File: config.mk
export PLATFORM = sky130hd
export DESIGN_NAME = seq_alu
export DESIGN_NICKNAME = d
export VERILOG_FILES = /design/src/rtl/seq_alu.sv
export SDC_FILE = /design/constraint.sdc
export NUM_CORES = 1
export LEC_CHECK = 0
export CORE_MARGIN = 2
export CORE_UTILIZATION = 40
export CTS_CLUSTER_SIZE = 14
export DETAILED_ROUTE_END_ITERATION = 6
export PLACE_DENSITY = 0.69
export SYNTH_ARGS = -nofsm -noshare
export SYNTH_HDL_FRONTEND = slang
export SYNTH_SLANG_ARGS = --single-unit
File: constraint.sdc
create_clock -name clk -period 2.05 [get_ports clk]
set_input_delay 0.41 -clock clk [delete_from_list [all_inputs] [get_ports clk]]
set_output_delay 0.41 -clock clk [all_outputs]
set_load 0.03 [all_outputs]
File: src/rtl/seq_alu.sv
`default_nettype none
// ============================================================================
// Module   : seq_alu
// Purpose  : Multi-cycle ALU with a valid/ready handshake. Define
//            SEQ_ALU_MULDIV_EN to build the iterative MUL/MULHU/DIVU/REMU path.
// Revision : 1.0 - initial release
// ============================================================================
module seq_alu #(
  parameter int DATA_WIDTH = 32
) (
  input  logic                  clk,
  input  logic                  rst_n,
  input  logic                  in_valid,
  output logic                  in_ready,
  input  logic [3:0]            ALUControl,
  input  logic [DATA_WIDTH-1:0] ALUSrcA,
  input  logic [DATA_WIDTH-1:0] ALUSrcB,
  output logic                  out_valid,
  input  logic                  out_ready,
  output logic [DATA_WIDTH-1:0] ALUResult,
  output logic                  Zero
);

  localparam int c_SHAMT_W = $clog2(DATA_WIDTH);
  localparam int c_CNT_W   = c_SHAMT_W + 1;

  localparam logic [3:0] c_OP_ADD   = 4'b0000;
  localparam logic [3:0] c_OP_SUB   = 4'b0001;
  localparam logic [3:0] c_OP_AND   = 4'b0010;
  localparam logic [3:0] c_OP_OR    = 4'b0011;
  localparam logic [3:0] c_OP_PASSB = 4'b0100;
  localparam logic [3:0] c_OP_XOR   = 4'b0101;
  localparam logic [3:0] c_OP_SLL   = 4'b0110;
  localparam logic [3:0] c_OP_SRL   = 4'b0111;
  localparam logic [3:0] c_OP_SRA   = 4'b1000;
  localparam logic [3:0] c_OP_SLT   = 4'b1001;
  localparam logic [3:0] c_OP_SLTU  = 4'b1010;
  localparam logic [3:0] c_OP_MUL   = 4'b1011;
  localparam logic [3:0] c_OP_MULHU = 4'b1100;
  localparam logic [3:0] c_OP_DIVU  = 4'b1101;
  localparam logic [3:0] c_OP_REMU  = 4'b1110;

  typedef enum logic [1:0] {
    S_IDLE = 2'd0,
    S_BUSY = 2'd1,
    S_DONE = 2'd2
  } state_t;

  state_t                r_state;
  logic                  r_in_ready;
  logic                  r_out_valid;
  logic                  r_zero;
  logic [DATA_WIDTH-1:0] r_result;

  logic [DATA_WIDTH-1:0] w_single_res;
  logic [c_SHAMT_W-1:0]  w_shamt;
  logic                  w_eq;

  assign in_ready  = r_in_ready;
  assign out_valid = r_out_valid;
  assign ALUResult = r_result;
  assign Zero      = r_zero;

  // Single-cycle results come straight from the live inputs on the accept edge.
  always_comb begin
    w_shamt = ALUSrcB[c_SHAMT_W-1:0];
    w_eq    = (ALUSrcA == ALUSrcB);
    case (ALUControl)
      c_OP_ADD:   w_single_res = ALUSrcA + ALUSrcB;
      c_OP_SUB:   w_single_res = ALUSrcA - ALUSrcB;
      c_OP_AND:   w_single_res = ALUSrcA & ALUSrcB;
      c_OP_OR:    w_single_res = ALUSrcA | ALUSrcB;
      c_OP_PASSB: w_single_res = ALUSrcB;
      c_OP_XOR:   w_single_res = ALUSrcA ^ ALUSrcB;
      c_OP_SLL:   w_single_res = ALUSrcA << w_shamt;
      c_OP_SRL:   w_single_res = ALUSrcA >> w_shamt;
      c_OP_SRA:   w_single_res = $unsigned($signed(ALUSrcA) >>> w_shamt);
      c_OP_SLT:   w_single_res = {{(DATA_WIDTH-1){1'b0}}, ($signed(ALUSrcA) < $signed(ALUSrcB))};
      c_OP_SLTU:  w_single_res = {{(DATA_WIDTH-1){1'b0}}, (ALUSrcA < ALUSrcB)};
      default:    w_single_res = '0;
    endcase
  end

`ifdef SEQ_ALU_MULDIV_EN
  localparam logic [c_CNT_W-1:0] c_CNT_LOAD = c_CNT_W'(DATA_WIDTH);
  localparam logic [c_CNT_W-1:0] c_CNT_ONE  = c_CNT_W'(1);

  logic [3:0]              r_op;
  logic [DATA_WIDTH-1:0]   r_a;
  logic [DATA_WIDTH-1:0]   r_b;
  logic                    r_eq;
  logic [c_CNT_W-1:0]      r_cnt;
  logic [2*DATA_WIDTH-1:0] r_acc;

  logic                    w_is_multi;
  logic                    w_busy_div;
  logic [2*DATA_WIDTH-1:0] w_mul_next;
  logic [DATA_WIDTH:0]     w_div_part;
  logic [DATA_WIDTH:0]     w_div_diff;
  logic                    w_div_ge;
  logic [DATA_WIDTH-1:0]   w_div_rem;
  logic [DATA_WIDTH-1:0]   w_div_quo;
  logic [DATA_WIDTH-1:0]   w_busy_res;

  // MUL consumes the multiplier MSB-first; DIVU keeps {remainder, quotient} in r_acc.
  always_comb begin
    w_is_multi = (ALUControl == c_OP_MUL) || (ALUControl == c_OP_MULHU) ||
                 (ALUControl == c_OP_DIVU) || (ALUControl == c_OP_REMU);
    w_busy_div = (r_op == c_OP_DIVU) || (r_op == c_OP_REMU);
    w_mul_next = {r_acc[2*DATA_WIDTH-2:0], 1'b0} +
                 (r_b[DATA_WIDTH-1] ? {{DATA_WIDTH{1'b0}}, r_a} : {(2*DATA_WIDTH){1'b0}});
    w_div_part = r_acc[2*DATA_WIDTH-1:DATA_WIDTH-1];
    w_div_diff = w_div_part - {1'b0, r_b};
    w_div_ge   = ~w_div_diff[DATA_WIDTH];
    w_div_rem  = w_div_ge ? w_div_diff[DATA_WIDTH-1:0] : w_div_part[DATA_WIDTH-1:0];
    w_div_quo  = {r_acc[DATA_WIDTH-2:0], w_div_ge};
    case (r_op)
      c_OP_MUL:   w_busy_res = w_mul_next[DATA_WIDTH-1:0];
      c_OP_MULHU: w_busy_res = w_mul_next[2*DATA_WIDTH-1:DATA_WIDTH];
      c_OP_DIVU:  w_busy_res = w_div_quo;
      c_OP_REMU:  w_busy_res = w_div_rem;
      default:    w_busy_res = '0;
    endcase
  end
`endif

  always_ff @(posedge clk or negedge rst_n) begin
    if (!rst_n) begin
      r_state     <= S_IDLE;
      r_in_ready  <= 1'b1;
      r_out_valid <= 1'b0;
      r_result    <= '0;
      r_zero      <= 1'b0;
`ifdef SEQ_ALU_MULDIV_EN
      r_op        <= '0;
      r_a         <= '0;
      r_b         <= '0;
      r_eq        <= 1'b0;
      r_cnt       <= '0;
      r_acc       <= '0;
`endif
    end else begin
      case (r_state)
        S_IDLE: begin
          if (in_valid) begin
            r_in_ready <= 1'b0;
`ifdef SEQ_ALU_MULDIV_EN
            if (w_is_multi) begin
              r_state <= S_BUSY;
              r_op    <= ALUControl;
              r_a     <= ALUSrcA;
              r_b     <= ALUSrcB;
              r_eq    <= w_eq;
              r_cnt   <= c_CNT_LOAD;
              r_acc   <= ((ALUControl == c_OP_DIVU) || (ALUControl == c_OP_REMU)) ?
                         {{DATA_WIDTH{1'b0}}, ALUSrcA} : {(2*DATA_WIDTH){1'b0}};
            end else
`endif
            begin
              r_state     <= S_DONE;
              r_out_valid <= 1'b1;
              r_result    <= w_single_res;
              r_zero      <= w_eq;
            end
          end
        end
`ifdef SEQ_ALU_MULDIV_EN
        S_BUSY: begin
          r_cnt <= r_cnt - c_CNT_ONE;
          if (w_busy_div) begin
            r_acc <= {w_div_rem, w_div_quo};
          end else begin
            r_acc <= w_mul_next;
            r_b   <= {r_b[DATA_WIDTH-2:0], 1'b0};
          end
          // The last iteration's result is taken combinationally to save a cycle.
          if (r_cnt == c_CNT_ONE) begin
            r_state     <= S_DONE;
            r_out_valid <= 1'b1;
            r_result    <= w_busy_res;
            r_zero      <= r_eq;
          end
        end
`endif
        S_DONE: begin
          if (out_ready) begin
            r_state     <= S_IDLE;
            r_out_valid <= 1'b0;
            r_in_ready  <= 1'b1;
          end
        end
        default: begin
          r_state     <= S_IDLE;
          r_out_valid <= 1'b0;
          r_in_ready  <= 1'b1;
        end
      endcase
    end
  end

endmodule
`default_nettype wire

==> metrics.txt <==
ANT nets after route=0; failing checks=setup timing; leak pwr=between 8 and 9 nW; Post-synth EDFFs=0; post-DP HPWL=50500 um; switching share of total power=0.467; Buffers on Ports=106; Post-Syn Area=approximately 0.010 mm^2; Worst-path clk slew=roughly 60 ps; outcome=complete, but fails checks; Yosys warnings=0; average wire per standard cell=26.4 um; Max Cap Viol=0; CTS sink count=35; fmax=between 0.3 and 0.4 GHz; Crit. End Element=flop; Post-Place Setup Slack=-1830 ps; Post-Syn Nets=1662; Starting Density=0.403; Crit Path Max Fanout=3; Fillers=around 2.0k; Worst Path Required=2220 ps; initial antenna violation count=0; CTS root buffer=clkbuf_16; share of cells above drive strength 1=0.506; Routed WL=roughly 66000 um; Die Y-Extent=165 um; final std cells w/o fill=2513; synthesized flop and latch total=35; Row Count=59; Slew Viols, Final=0; fin crit share=1.44; DRC violations left=0; WL met2=28600 um; pwr dens=394 mW/mm^2; global-route wire length before repair=96400 um; DP Area=0.0163 mm^2; wire length on met3=around 6800 um; Clock power frac=0.108; fin area=0.0193 mm^2; Psw=3.54 mW; Synth-to-Final Area Change=84.9%; Max Used Layer=met4; area of the die=between 0.02 and 0.03 mm^2; die width=165 um; launch point of the worst reg-to-reg path=out_valid$_DFFE_PN0P_; # setup viols final=33; met1 wire length=24400 um; PnR worst setup slack=-902 ps; io pins=107; Bufs on Longest Clock Path=2; primary flip-flop cell chosen by synthesis mapping=dfrtp_1; Buf/Inv on CP=5; Rel. slew slack=0.513; Hold Path Class=input port to asynchronous set/reset pin; Slew @ Worst Pin=730 ps; vias=16.1k; Tmin final=roughly 3000 ps; CP Launch Type=input port; internal power=approximately 4.0 mW; Floorplan Core Area=0.0258 mm^2; combinational share of power=0.772; Via density=6.42; Max IR drop VDD=0.000291 V; fin nets=2351; diode count=0; data arrival time of the critical path=around 3100 ps; Crit Path Class=input port to flop; share of the yosys chip area belonging to registers=0.0842; placed cell count=~2.4k; hold buffer count at CTS=0; drt pass-1 iters=6; number of global-route vias before repair=15.6k; # H-tree levels=2; Cell Chain, Critical Path=buf_8, inv_4, ha_4, fa_2, o21ba_4, or4_4, buf_4, buf_6, a211oi_4, o2111ai_1, nand2_2, buf_4, o21ai_1, o21ai_1, a21oi_1, a221o_1; Worst setup startpoint=ALUSrcA[0]; Syn Area/Cell=7.00 um^2; GRT overflow=0; Distinct cells, synth=between 80 and 90; CTS tree=yes; CP max stage cell=or4_4; largest net degree at the start of global routing=between 40 and 50; synthesized instance count=between 1k and 1.5k; Final Hold Fails=0; clk_lat worst skew=280 ps; crit-path max cell delay=510 ps; cts bufs inserted=5; share of power burned in registers=0.120; RSZ-0062 raised after global routing=yes; Placer Congestion=1.07; Clock Skew=2.99 ps; overall global routing resource usage=0.474; asr flop ratio synth=1.00; Iteration-0 DRC Markers=2071; CP top delay family=compound AO/OA/AOI/OAI gates
==> synthesized netlist by cell type, drive strengths merged (27+ instances only) <==
library cell	count	area, um^2
nand3	33	165
buf	42	206
mux2i	46	460
a21oi	131	656
o211ai	31	238
nand2	146	548
clkbuf	75	282
dfrtp	34	851
a211oi	30	225
inv	108	405
a221oi	27	236
o21ai	115	576
ha	100	1250
mux4	33	766
nor2	177	664
==> area by class of cell <==
class	count	area (um^2)	share of cell area
clock buffer	7	143	0.00741
sequential	35	877	0.0456
inverter	110	437	0.0227
tap	335	419	0.0218
clock inverter	1	5.00	0.000260
multi-input combinational	1226	10600	0.549
timing repair buffer	799	6800	0.353
==> state kept, by name, summed over array words and instances, names as in the netlist <==
register / count
in_ready: 1
out_valid: 1
Zero: 1
ALUResult: 32
==> logic make-up (layout without fill, tap and decap cells) <==
group                      count (synthesis)  in the layout  synth area share
xor gates and xnor gates                  14             14            0.0118
adders and majority gates                102            102             0.124
DFF                                       35             35            0.0842
and+or+nand+nor                          469            469             0.204
muxes                                     97             97             0.137
buffers and inverters                    227            917            0.0865
AOI/OAI and AO/OA                        544            544             0.353
==> metrics by stage <==
stage | hold WS [ps] | TNS [ps] | total power, mW | utilization
after floorplan | 114 | -23350 | 3.15 | -
after global placement | 466 | -46470 | 5.66 | 0.631
after detailed placement | 471 | -47380 | 5.71 | 0.631
after CTS | 208 | -20900 | 7.18 | 0.723
after global routing | 226 | -25100 | 7.88 | 0.745
final | 180 | -23070 | 7.58 | 0.745
==> placed cells by master, fill, tap and decap left out, types with 20 or more instances in the layout <==
cell type,n
o21ai_0,55
inv_2,47
buf_6,63
dfrtp_1,34
a21oi_2,35
ha_1,56
nor2_1,146
o21ai_1,37
inv_1,57
nor2_2,20
clkdlybuf4s50_1,37
buf_4,603
mux4_2,32
a221oi_1,20
nand2_1,135
ha_4,36
nand3_1,27
o211ai_1,30
a21oi_1,87
dlygate4sd2_1,38
mux2i_1,39
==> path summary, 6_finish.rpt <==
path / end / slack (ps) / cells after the start
worst max-delay path: ALUResult[0]$_DFFE_PN0P_ / -900 / 16
worst min-delay path: ALUResult[31]$_DFFE_PN0P_ / 180 / 2
worst max register to register: ALUResult[23]$_DFFE_PN0P_ / -130 / 9
worst min register to register: ALUResult[5]$_DFFE_PN0P_ / 480 / 2
max in group asynchronous: ALUResult[13]$_DFFE_PN0P_ / 1490 / 2
min in group clk: ALUResult[5]$_DFFE_PN0P_ / 480 / 2
==> per-layer routing <==
metal	global-route usage	vias to the layer above
li1	-	6957
met1	0.584	7663
met2	0.736	1198
met3	0.0819	326
met4	0.364	0
met5	0	-
==> timing repair <==
action,in CTS,in global routing
setup endpoints to repair,33,34
gates resized for setup,477,113
buffers inserted,83,15
pin swaps,149,79
gates cloned,4,2
==> power groups by stage <==
stage | combinational, mW | clock, mW | sequential [mW]
2_1_floorplan | 2.01 | 0 | 1.14
3_3_place_gp | 4.74 | 0 | 0.920
3_5_place_dp | 4.79 | 0 | 0.922
4_1_cts | 5.46 | 0.817 | 0.910
5_1_grt | 6.11 | 0.847 | 0.921
6_report | 5.85 | 0.815 | 0.911
Power figures use the tool's default switching activity.
